===== config.mk =====
export PLATFORM = sky130hd
export DESIGN_NAME = tmds_channel_decoder
export DESIGN_NICKNAME = d
export VERILOG_FILES = /design/src/rtl/tmds_channel_decoder.sv
export SDC_FILE = /design/constraint.sdc
export NUM_CORES = 1
export LEC_CHECK = 0
export CORE_MARGIN = 3
export CORE_UTILIZATION = 33
export CTS_CLUSTER_SIZE = 12
export DETAILED_ROUTE_END_ITERATION = 7
export SLEW_MARGIN = 15
export SYNTH_ARGS = -nofsm -noshare
export SYNTH_HDL_FRONTEND = slang
export SYNTH_SLANG_ARGS = --single-unit

===== constraint.sdc =====
create_clock -name pixclk -period 4.55 [get_ports pixclk]
set_input_delay 0.455 -clock pixclk [delete_from_list [all_inputs] [get_ports pixclk]]
set_output_delay 0.455 -clock pixclk [all_outputs]
set_load 0.02 [all_outputs]

===== src/rtl/tmds_channel_decoder.sv =====
// -----------------------------------------------------------------------------
// tmds_channel_decoder
//
// Receive-side decoder for one TMDS channel, running in the pixel clock domain
// after a 10:1 deserializer. Finds the 10-bit symbol boundary by bit-slipping
// until control tokens line up, then decodes each aligned symbol into an 8-bit
// video byte or a 2-bit control code with a data-enable flag.
//
// Pipeline: stage 1 registers the aligned window, stage 2 registers the decode.
//
// Ports:
//   pixclk    in   1   pixel clock, one 10-bit word per cycle
//   rst       in   1   synchronous active-high reset
//   raw_word  in  10   deserialized word, bit 0 is the earliest serial bit
//   data      out  8   decoded video byte
//   ctrl      out  2   decoded control code {C1,C0}
//   de        out  1   1 = data period, 0 = control period
//   locked    out  1   symbol alignment established
//   offset    out  4   current bit-slip offset, 0..9
//   loss_cnt  out  8   saturating count of lock losses (TMDS_DEC_LOSSCNT_EN only)
//
// Optional feature macro: TMDS_DEC_LOSSCNT_EN
// -----------------------------------------------------------------------------
module tmds_channel_decoder #(
    parameter int unsigned LOCK_RUN   = 8,
    parameter int unsigned SEARCH_WIN = 64,
    parameter int unsigned LOSS_WIN   = 4096
) (
    input  logic       pixclk,
    input  logic       rst,
    input  logic [9:0] raw_word,
    output logic [7:0] data,
    output logic [1:0] ctrl,
    output logic       de,
    output logic       locked,
    output logic [3:0] offset
`ifdef TMDS_DEC_LOSSCNT_EN
    ,
    output logic [7:0] loss_cnt
`endif
);

    localparam int unsigned QMAX = (SEARCH_WIN > LOSS_WIN) ? SEARCH_WIN : LOSS_WIN;
    localparam int unsigned QW   = $clog2(QMAX + 1);
    localparam int unsigned RW   = $clog2(LOCK_RUN + 1);

    typedef enum logic [0:0] {StSearch, StLocked} state_e;

    state_e        state;
    logic [9:0]    prev_word;
    logic [9:0]    win;
    logic [RW-1:0] run_cnt;
    logic [QW-1:0] quiet_cnt;

    logic [9:0]    win_nxt;
    logic          tok_hit;
    logic [1:0]    tok_code;
    logic [RW-1:0] run_nxt;
    logic [QW-1:0] quiet_nxt;
    logic          lock_now;
    logic          loss_now;
    logic          slip_now;
    logic          locked_nxt;
    logic [7:0]    m;
    logic [7:0]    dec_data;

    // Window selection and stage-1 token / data decode.
    always_comb begin
        // Two consecutive words form a 20-bit serial span; offset picks the symbol.
        win_nxt = 10'({raw_word, prev_word} >> offset);

        tok_hit  = 1'b1;
        tok_code = 2'b00;
        unique case (win)
            10'b1101010100: tok_code = 2'b00;
            10'b0010101011: tok_code = 2'b01;
            10'b0101010100: tok_code = 2'b10;
            10'b1010101011: tok_code = 2'b11;
            default:        tok_hit  = 1'b0;
        endcase

        m           = win[9] ? ~win[7:0] : win[7:0];
        dec_data    = 8'h00;
        dec_data[0] = m[0];
        for (int i = 1; i < 8; i++) begin
            dec_data[i] = win[8] ? (m[i] ^ m[i-1]) : ~(m[i] ^ m[i-1]);
        end

        run_nxt   = run_cnt + 1'b1;
        quiet_nxt = quiet_cnt + 1'b1;

        lock_now   = (state == StSearch) && tok_hit && (run_nxt == RW'(LOCK_RUN));
        loss_now   = (state == StLocked) && !tok_hit && (quiet_nxt == QW'(LOSS_WIN));
        slip_now   = (state == StSearch) && !tok_hit && (quiet_nxt == QW'(SEARCH_WIN));
        // Output gating follows the lock state this edge is about to enter.
        locked_nxt = lock_now || ((state == StLocked) && !loss_now);
    end

    always_ff @(posedge pixclk) begin
        if (rst) begin
            state     <= StSearch;
            prev_word <= 10'd0;
            win       <= 10'd0;
            run_cnt   <= '0;
            quiet_cnt <= '0;
            offset    <= 4'd0;
            locked    <= 1'b0;
            data      <= 8'h00;
            ctrl      <= 2'b00;
            de        <= 1'b0;
`ifdef TMDS_DEC_LOSSCNT_EN
            loss_cnt  <= 8'h00;
`endif
        end else begin
            prev_word <= raw_word;
            win       <= win_nxt;
            locked    <= locked_nxt;

            if (!locked_nxt) begin
                data <= 8'h00;
                ctrl <= 2'b00;
                de   <= 1'b0;
            end else if (tok_hit) begin
                data <= 8'h00;
                ctrl <= tok_code;
                de   <= 1'b0;
            end else begin
                // ctrl keeps the last control code through the data period
                data <= dec_data;
                de   <= 1'b1;
            end

            unique case (state)
                StSearch: begin
                    if (tok_hit) begin
                        quiet_cnt <= '0;
                        if (lock_now) begin
                            state   <= StLocked;
                            run_cnt <= '0;
                        end else begin
                            run_cnt <= run_nxt;
                        end
                    end else begin
                        run_cnt <= '0;
                        if (slip_now) begin
                            quiet_cnt <= '0;
                            offset    <= (offset == 4'd9) ? 4'd0 : offset + 4'd1;
                        end else begin
                            quiet_cnt <= quiet_nxt;
                        end
                    end
                end
                StLocked: begin
                    if (tok_hit) begin
                        quiet_cnt <= '0;
                    end else if (loss_now) begin
                        // offset is kept so re-lock is tried at the same alignment first
                        state     <= StSearch;
                        quiet_cnt <= '0;
                        run_cnt   <= '0;
`ifdef TMDS_DEC_LOSSCNT_EN
                        if (loss_cnt != 8'hFF) begin
                            loss_cnt <= loss_cnt + 8'd1;
                        end
`endif
                    end else begin
                        quiet_cnt <= quiet_nxt;
                    end
                end
                default: state <= StSearch;
            endcase
        end
    end

endmodule


==> results.ini <==
[pwr]
leakage_nw = 1.20
powerDensity_nw_per_um2 = 248
ir_drop_v = 0.000134
total_power_uw = 840

[floorplanning]
dieArea_um2 = 10100
num_io_pins = 28
initial_core_util = 0.349
coreArea_um2 = 8460
dieHeight_um = 101
row_count = 33
die_w_um = 101

[worst_setup_path]
critPathTopFamily = compound AO/OA/AOI/OAI gates
crit_end = run_cnt[3]
arrival_ps = 2960
required_ps = 4710
cp_cell_sequence = ha_1 > nand4_2 > nor3_1 > xor2_1 > nand3_1 > o31ai_4 > a311oi_1
start_kind = register
crit_buf_inv = 0
ff2ff_setup_slack_ps = 1740
critPathMaxFanout = 17
crit_start = quiet_cnt[0]
slowest_stage = o31ai_4
cp.depth = 7
worstSetupEndpointType = register
max_stage_delay_ps = 610
rr_endpoint = run_cnt[3]
crit_type = reg -> reg
r2r_cells = 7
timing.rr.start = quiet_cnt[0]

[clock_tree]
clock_latency_ps = 310
clockBufferDepth = 2
post_cts_buffers = 0
cts_resized = 0
clkSinkCount = 54
cts_max_level = 2
cts_tree = yes
cts_root_buffer = clkbuf_8
numCtsBuffers = 5
clk_pin_slew_ps = 100
cts_hold_buf = 0

[yosys]
ys_top_cells_by_count = dfxtp_1, nor2_1, mux2i_1, xnor2_1
syn_inst = 331
postSynth.asyncResetShare = 0
yosysTopAreaCellShare = 0.365
synth_area_leader_cell = dfxtp_1
yosys_register_bits = 54
synth_nets = 349
syn_area_um2 = 2960
ys_top_cells_by_area = dfxtp_1, mux2i_1, xnor2_1
synth.most_common_cell = dfxtp_1
ys_types = 49
ys.flop_type = dfxtp_1
yosys_warnings = 0
synth-edff-count = 0
syn_avg_cell_area_um2 = 8.94
yosysSeqAreaShare = 0.365

[timing]
finClkSkew_ps = 7.18
finalCritPeriodShare = 0.616
worstMarginPinSlew_ps = 703
setup_viol_count_final = 0
setup_tns_ps = 0
finalHoldViolCount = 0
rsz0062_at_grt = false
fin_crit_ps = 2810
fmax_ghz = 0.356
maxSlewHeadroom = 0.532
maxSlewViolCount = 0

[global_routing]
grt_overflow = 0
grt_pass1_wl_um = 9860
track_usage = 0.119
grt_max_degree = 39
grt_pass1_vias = 2060
antenna_found_initial = 0

[cells_and_area]
design_area_um2 = 3380
nets = 364
syn_to_final_growth_pct = 14.3
antenna_cells = 0
drive_gt1_frac = 0.0836
fillCellCount = 835
final_cells = 452

[detailed_routing]
routed_wl_um = 5830
wire_per_inst_um = 12.9
drc = 0
via_count = 2358
drt_iter0_drc = 188
ant_nets = 0
post_drt_via_cell_ratio = 5.22
dr.pass1.iters = 4

[min_path]
min_path_cells = 2
hold_path.class = reg -> reg

[job]
drv_cap = 0

[placement]
dp.cells = 444
gp_congestion = 0.807
io_buffers = 27
placed_area_um2 = 3290
hpwl_um = 4370

[outcome]
status = complete, no violations

==> where the power goes <==
group | switching [mW] | internal (mW)
clock | 0.162 | 0.111
sequential | 0.00954 | 0.483
combinational | 0.0367 | 0.0372
total | 0.209 | 0.632
==> cell families after synthesis <==
group | count (synthesis) | synth area share
multiplexers | 38 | 0.140
AND/OR/NAND/NOR | 125 | 0.225
AO/OA/AOI/OAI | 55 | 0.136
XOR/XNOR | 23 | 0.0681
buffers and inverters | 30 | 0.0406
flip-flops | 54 | 0.365
adder cells (fa/ha/maj) | 6 | 0.0254
==> metrics by stage <==
step / util / setup WS (ps) / hold slack, ps
2_1_floorplan: - / 2150 / 452
3_5_place_dp: 0.388 / 1830 / 457
6_report: 0.400 / 1740 / 466
4_1_cts: 0.400 / 1750 / 470
3_3_place_gp: 0.388 / 1960 / 452
5_1_grt: 0.400 / 1480 / 472
==> cell usage in the layout (no fill, tap or decap), types with 9 or more instances in the layout <==
cell type	instances
nand2_1	16
nor2b_1	15
clkdlybuf4s50_1	27
nand3_1	9
a21oi_1	14
dfxtp_1	54
a211oi_1	12
nor2_1	36
nor3_1	15
mux2i_1	29
xnor2_1	18
==> worst min-delay path, cell delays in order (launching register included) <==
cell and delay [ps]:
dfxtp_1 320, nand2_1 50, o31ai_1 50
==> flip-flops by register name, summed over array words and instances, names as in the netlist <==
| name | cells |
|---|---|
| locked | 1 |
| prev_word | 10 |
| win | 10 |
| state | 1 |
| quiet_cnt | 13 |
| offset | 4 |
| ctrl | 2 |
| data | 8 |
| run_cnt | 4 |
| de | 1 |
==> worst min-delay path by stage <==
stage / startpoint / endpoint / slack, ps
global route: ctrl[0] / ctrl[0] / 470
CTS: ctrl[0] / ctrl[0] / 470
global placement: ctrl[0] / ctrl[0] / 450
floorplan: quiet_cnt[0] / quiet_cnt[0] / 450
detailed placement: ctrl[0] / ctrl[0] / 460
finish: ctrl[0] / ctrl[0] / 470
==> layer usage <==
metal	up-vias	wire length (um)	GRT usage
li1	1212	-	-
met1	1084	3030	0.173
met2	57	2430	0.175
met3	5	300	0.0235
met4	0	71	0.0373
met5	-	0	0
==> layout make-up <==
| class | count | area [um2] | share of cell area |
|---|---|---|---|
| Timing Repair Buffer | 29 | 285 | 0.0844 |
| Clock inverter | 3 | 25.0 | 0.00740 |
| Inverter | 9 | 33.8 | 0.00999 |
| Tap cell | 105 | 131 | 0.0388 |
| Multi-Input combinational cell | 247 | 1760 | 0.519 |
| Clock buffer | 5 | 68.8 | 0.0203 |
| Sequential cell | 54 | 1080 | 0.320 |
No activity file was read; power rests on OpenSTA's default activity.
==> RTL change, RTL diff (same settings) <==
`LOCK_RUN`: 8 -> 4.
--- a/src/rtl/tmds_channel_decoder.sv
+++ b/src/rtl/tmds_channel_decoder.sv
@@ -23,5 +23,5 @@
 // -----------------------------------------------------------------------------
 module tmds_channel_decoder #(
-    parameter int unsigned LOCK_RUN   = 8,
+    parameter int unsigned LOCK_RUN   = 4,
     parameter int unsigned SEARCH_WIN = 64,
     parameter int unsigned LOSS_WIN   = 4096
Behaviour: not the same (Yosys sat finds a counterexample within 10 cycles, from zero or initial values and one cycle with rst high).
==> RTL change against the original RTL <==
- utilization shrank 0.35 points
- first-iteration DRC count fell by 30%
- maximum frequency increased by 4.8%
- wire length increased by 0.65%
- sequential share of layout area is essentially flat
- design area is 1.8% lower
- power down 0.11%
- sequential cell count decreased by 1
- area after synthesis fell by 1.6%
- via count down 4.7%
- setup slack gained 130 ps
- critical endpoint is now quiet_cnt[5]
- highest routed layer unchanged
==> RTL change: results (changes against the original RTL) <==
Status -> completed (unchanged)
Routed wire per std cell -> 13.22 µm (was 12.90 µm)
CP Max Fanout -> 12 (was 17)
Count of different cell masters after synthesis -> 56 (was 49)
1st-pass router iterations -> 4 (unchanged)
Clock buf/inv share -> 0.02827 (was 0.02775)
Layout cells sized above 1 -> 0.1268 (was 0.08357)
Multiplexer share of the synthesized area -> 0.1384 (was 0.1400)
Largest net degree at the start of global routing -> 37 (was 39)
Slowest CP cell -> o21ai_2 (was o31ai_4)
Comb_multi_in -> 239 (was 247)
Placed instance count -> 436 (was 444)
Synth top area cells -> dfxtp_1 36%, mux2i_1 10%, xnor2_1 4.8%, nor2_1 4.6%, nor2b_1 3.0% (was dfxtp_1 37%, mux2i_1 9.8%, xnor2_1 5.3%, nor2_1 4.6%, nor2b_1 3.2%)
Clock Tree Root -> clkbuf_8 (unchanged)
Worst vdd ir -> 0.0001081 V (was 0.0001336 V)
Worst Skew -> 12.45 ps (was 7.175 ps)
Post-Syn Nets -> 341 (was 349)
Multi-input combinational area share -> 0.5164 (was 0.5194)
Port Buf Inserts -> 27 (unchanged)
Post-synthesis sequential area ratio -> 0.3646 (was 0.3655)
Critical R2R Capture -> quiet_cnt[5] (was run_cnt[3])
Pleak -> 1.165 nW (was 1.200 nW)
P_seq -> 484 µW (was 493 µW)
Post-Syn Area per Cell -> 9.010 µm² (was 8.936 µm²)
Post-DP Area -> 3226 µm² (was 3288 µm²)
Fill cell count -> 877 (was 835)
First-pass GRT wire length -> 10220 µm (was 9860 µm)
Crit end category -> register (unchanged)
CP delay by family, top -> simple AND/OR/NAND/NOR gates (was compound AO/OA/AOI/OAI gates)
Post-Layout Inst Area -> 3319 µm² (was 3382 µm²)
Combinational fraction of design power -> 0.090 (was 0.088)
Period utilization -> 0.5885 (was 0.6165)
Final net count -> 356 (was 364)
Total vias in the final route -> 2246 (was 2358)
Crit-path max cell delay -> 630 ps (was 610 ps)
Vias in the first global route -> 2145 (was 2060)
DRT Wirelength -> 5869 µm (was 5831 µm)
Pwr/cell area -> 252.9 nW/µm² (was 248.5 nW/µm²)
Sw Ratio -> 0.2562 (was 0.2483)
Number of DRC markers in iteration 0 -> 131 (was 188)
Worst Tran Pin Value -> 1133 ps (was 702.7 ps)
NonClk Buf Share -> 0.08368 (was 0.08435)
Register area -> 1061 µm² (was 1081 µm²)
Synth Area in Compound Gates -> 0.1096 (was 0.1358)
Synth Area in Adders -> 0.02580 (was 0.02538)
Reg2reg setup slack -> 1870 ps (was 1740 ps)
GPL Wtd Cong -> 0.7780 (was 0.8073)
DP HPWL -> 4335 µm (was 4369 µm)
WP data arrival -> 2850 ps (was 2960 ps)
Top_reg_cell synth -> dfxtp_1 (unchanged)
Top cells by count, synth -> 53 x dfxtp_1, 36 x nor2_1, 29 x mux2i_1 (was 54 x dfxtp_1, 36 x nor2_1, 29 x mux2i_1)
Synth Area in XOR/XNOR -> 0.06320 (was 0.06810)
Nonclk inv count -> 11 (was 9)
GRT Resource Usage Total -> 0.1260 (was 0.1186)
Bufs w/o clock -> 28 (was 29)
Flops & latches, synth -> 53 (was 54)
## RTL change: cell count changes after synthesis, sizes merged, moves of 3 or more
cell / change
nor2: +10
nor4: +9
o31ai: -4
and3: -3
inv: +3
nor3: -10
clkbuf: -3
or2: +3
o32ai: +3
a311oi: -5
## RTL change: worst min path at each step
stage | startpoint | endpoint | cells past startpoint | slack, ps
after floorplan | run_cnt[2] | run_cnt[2] | 2 | 450
after global routing | run_cnt[0] | run_cnt[0] | 2 | 520
final | run_cnt[2] | run_cnt[2] | 2 | 490
after CTS | run_cnt[2] | run_cnt[2] | 2 | 490
after global placement | run_cnt[2] | run_cnt[2] | 2 | 450
after detailed placement | run_cnt[2] | run_cnt[2] | 2 | 470
## RTL change: metal layers
metal	share of wire	vias to the layer above	GRT usage	wire [µm]
li1	-	1175	-	-
met1	0.51	1014	0.1780	2972
met2	0.43	50	0.1898	2540
met3	0.045	7	0.02571	267
met4	0.015	0	0.04517	89
met5	0	-	0	0
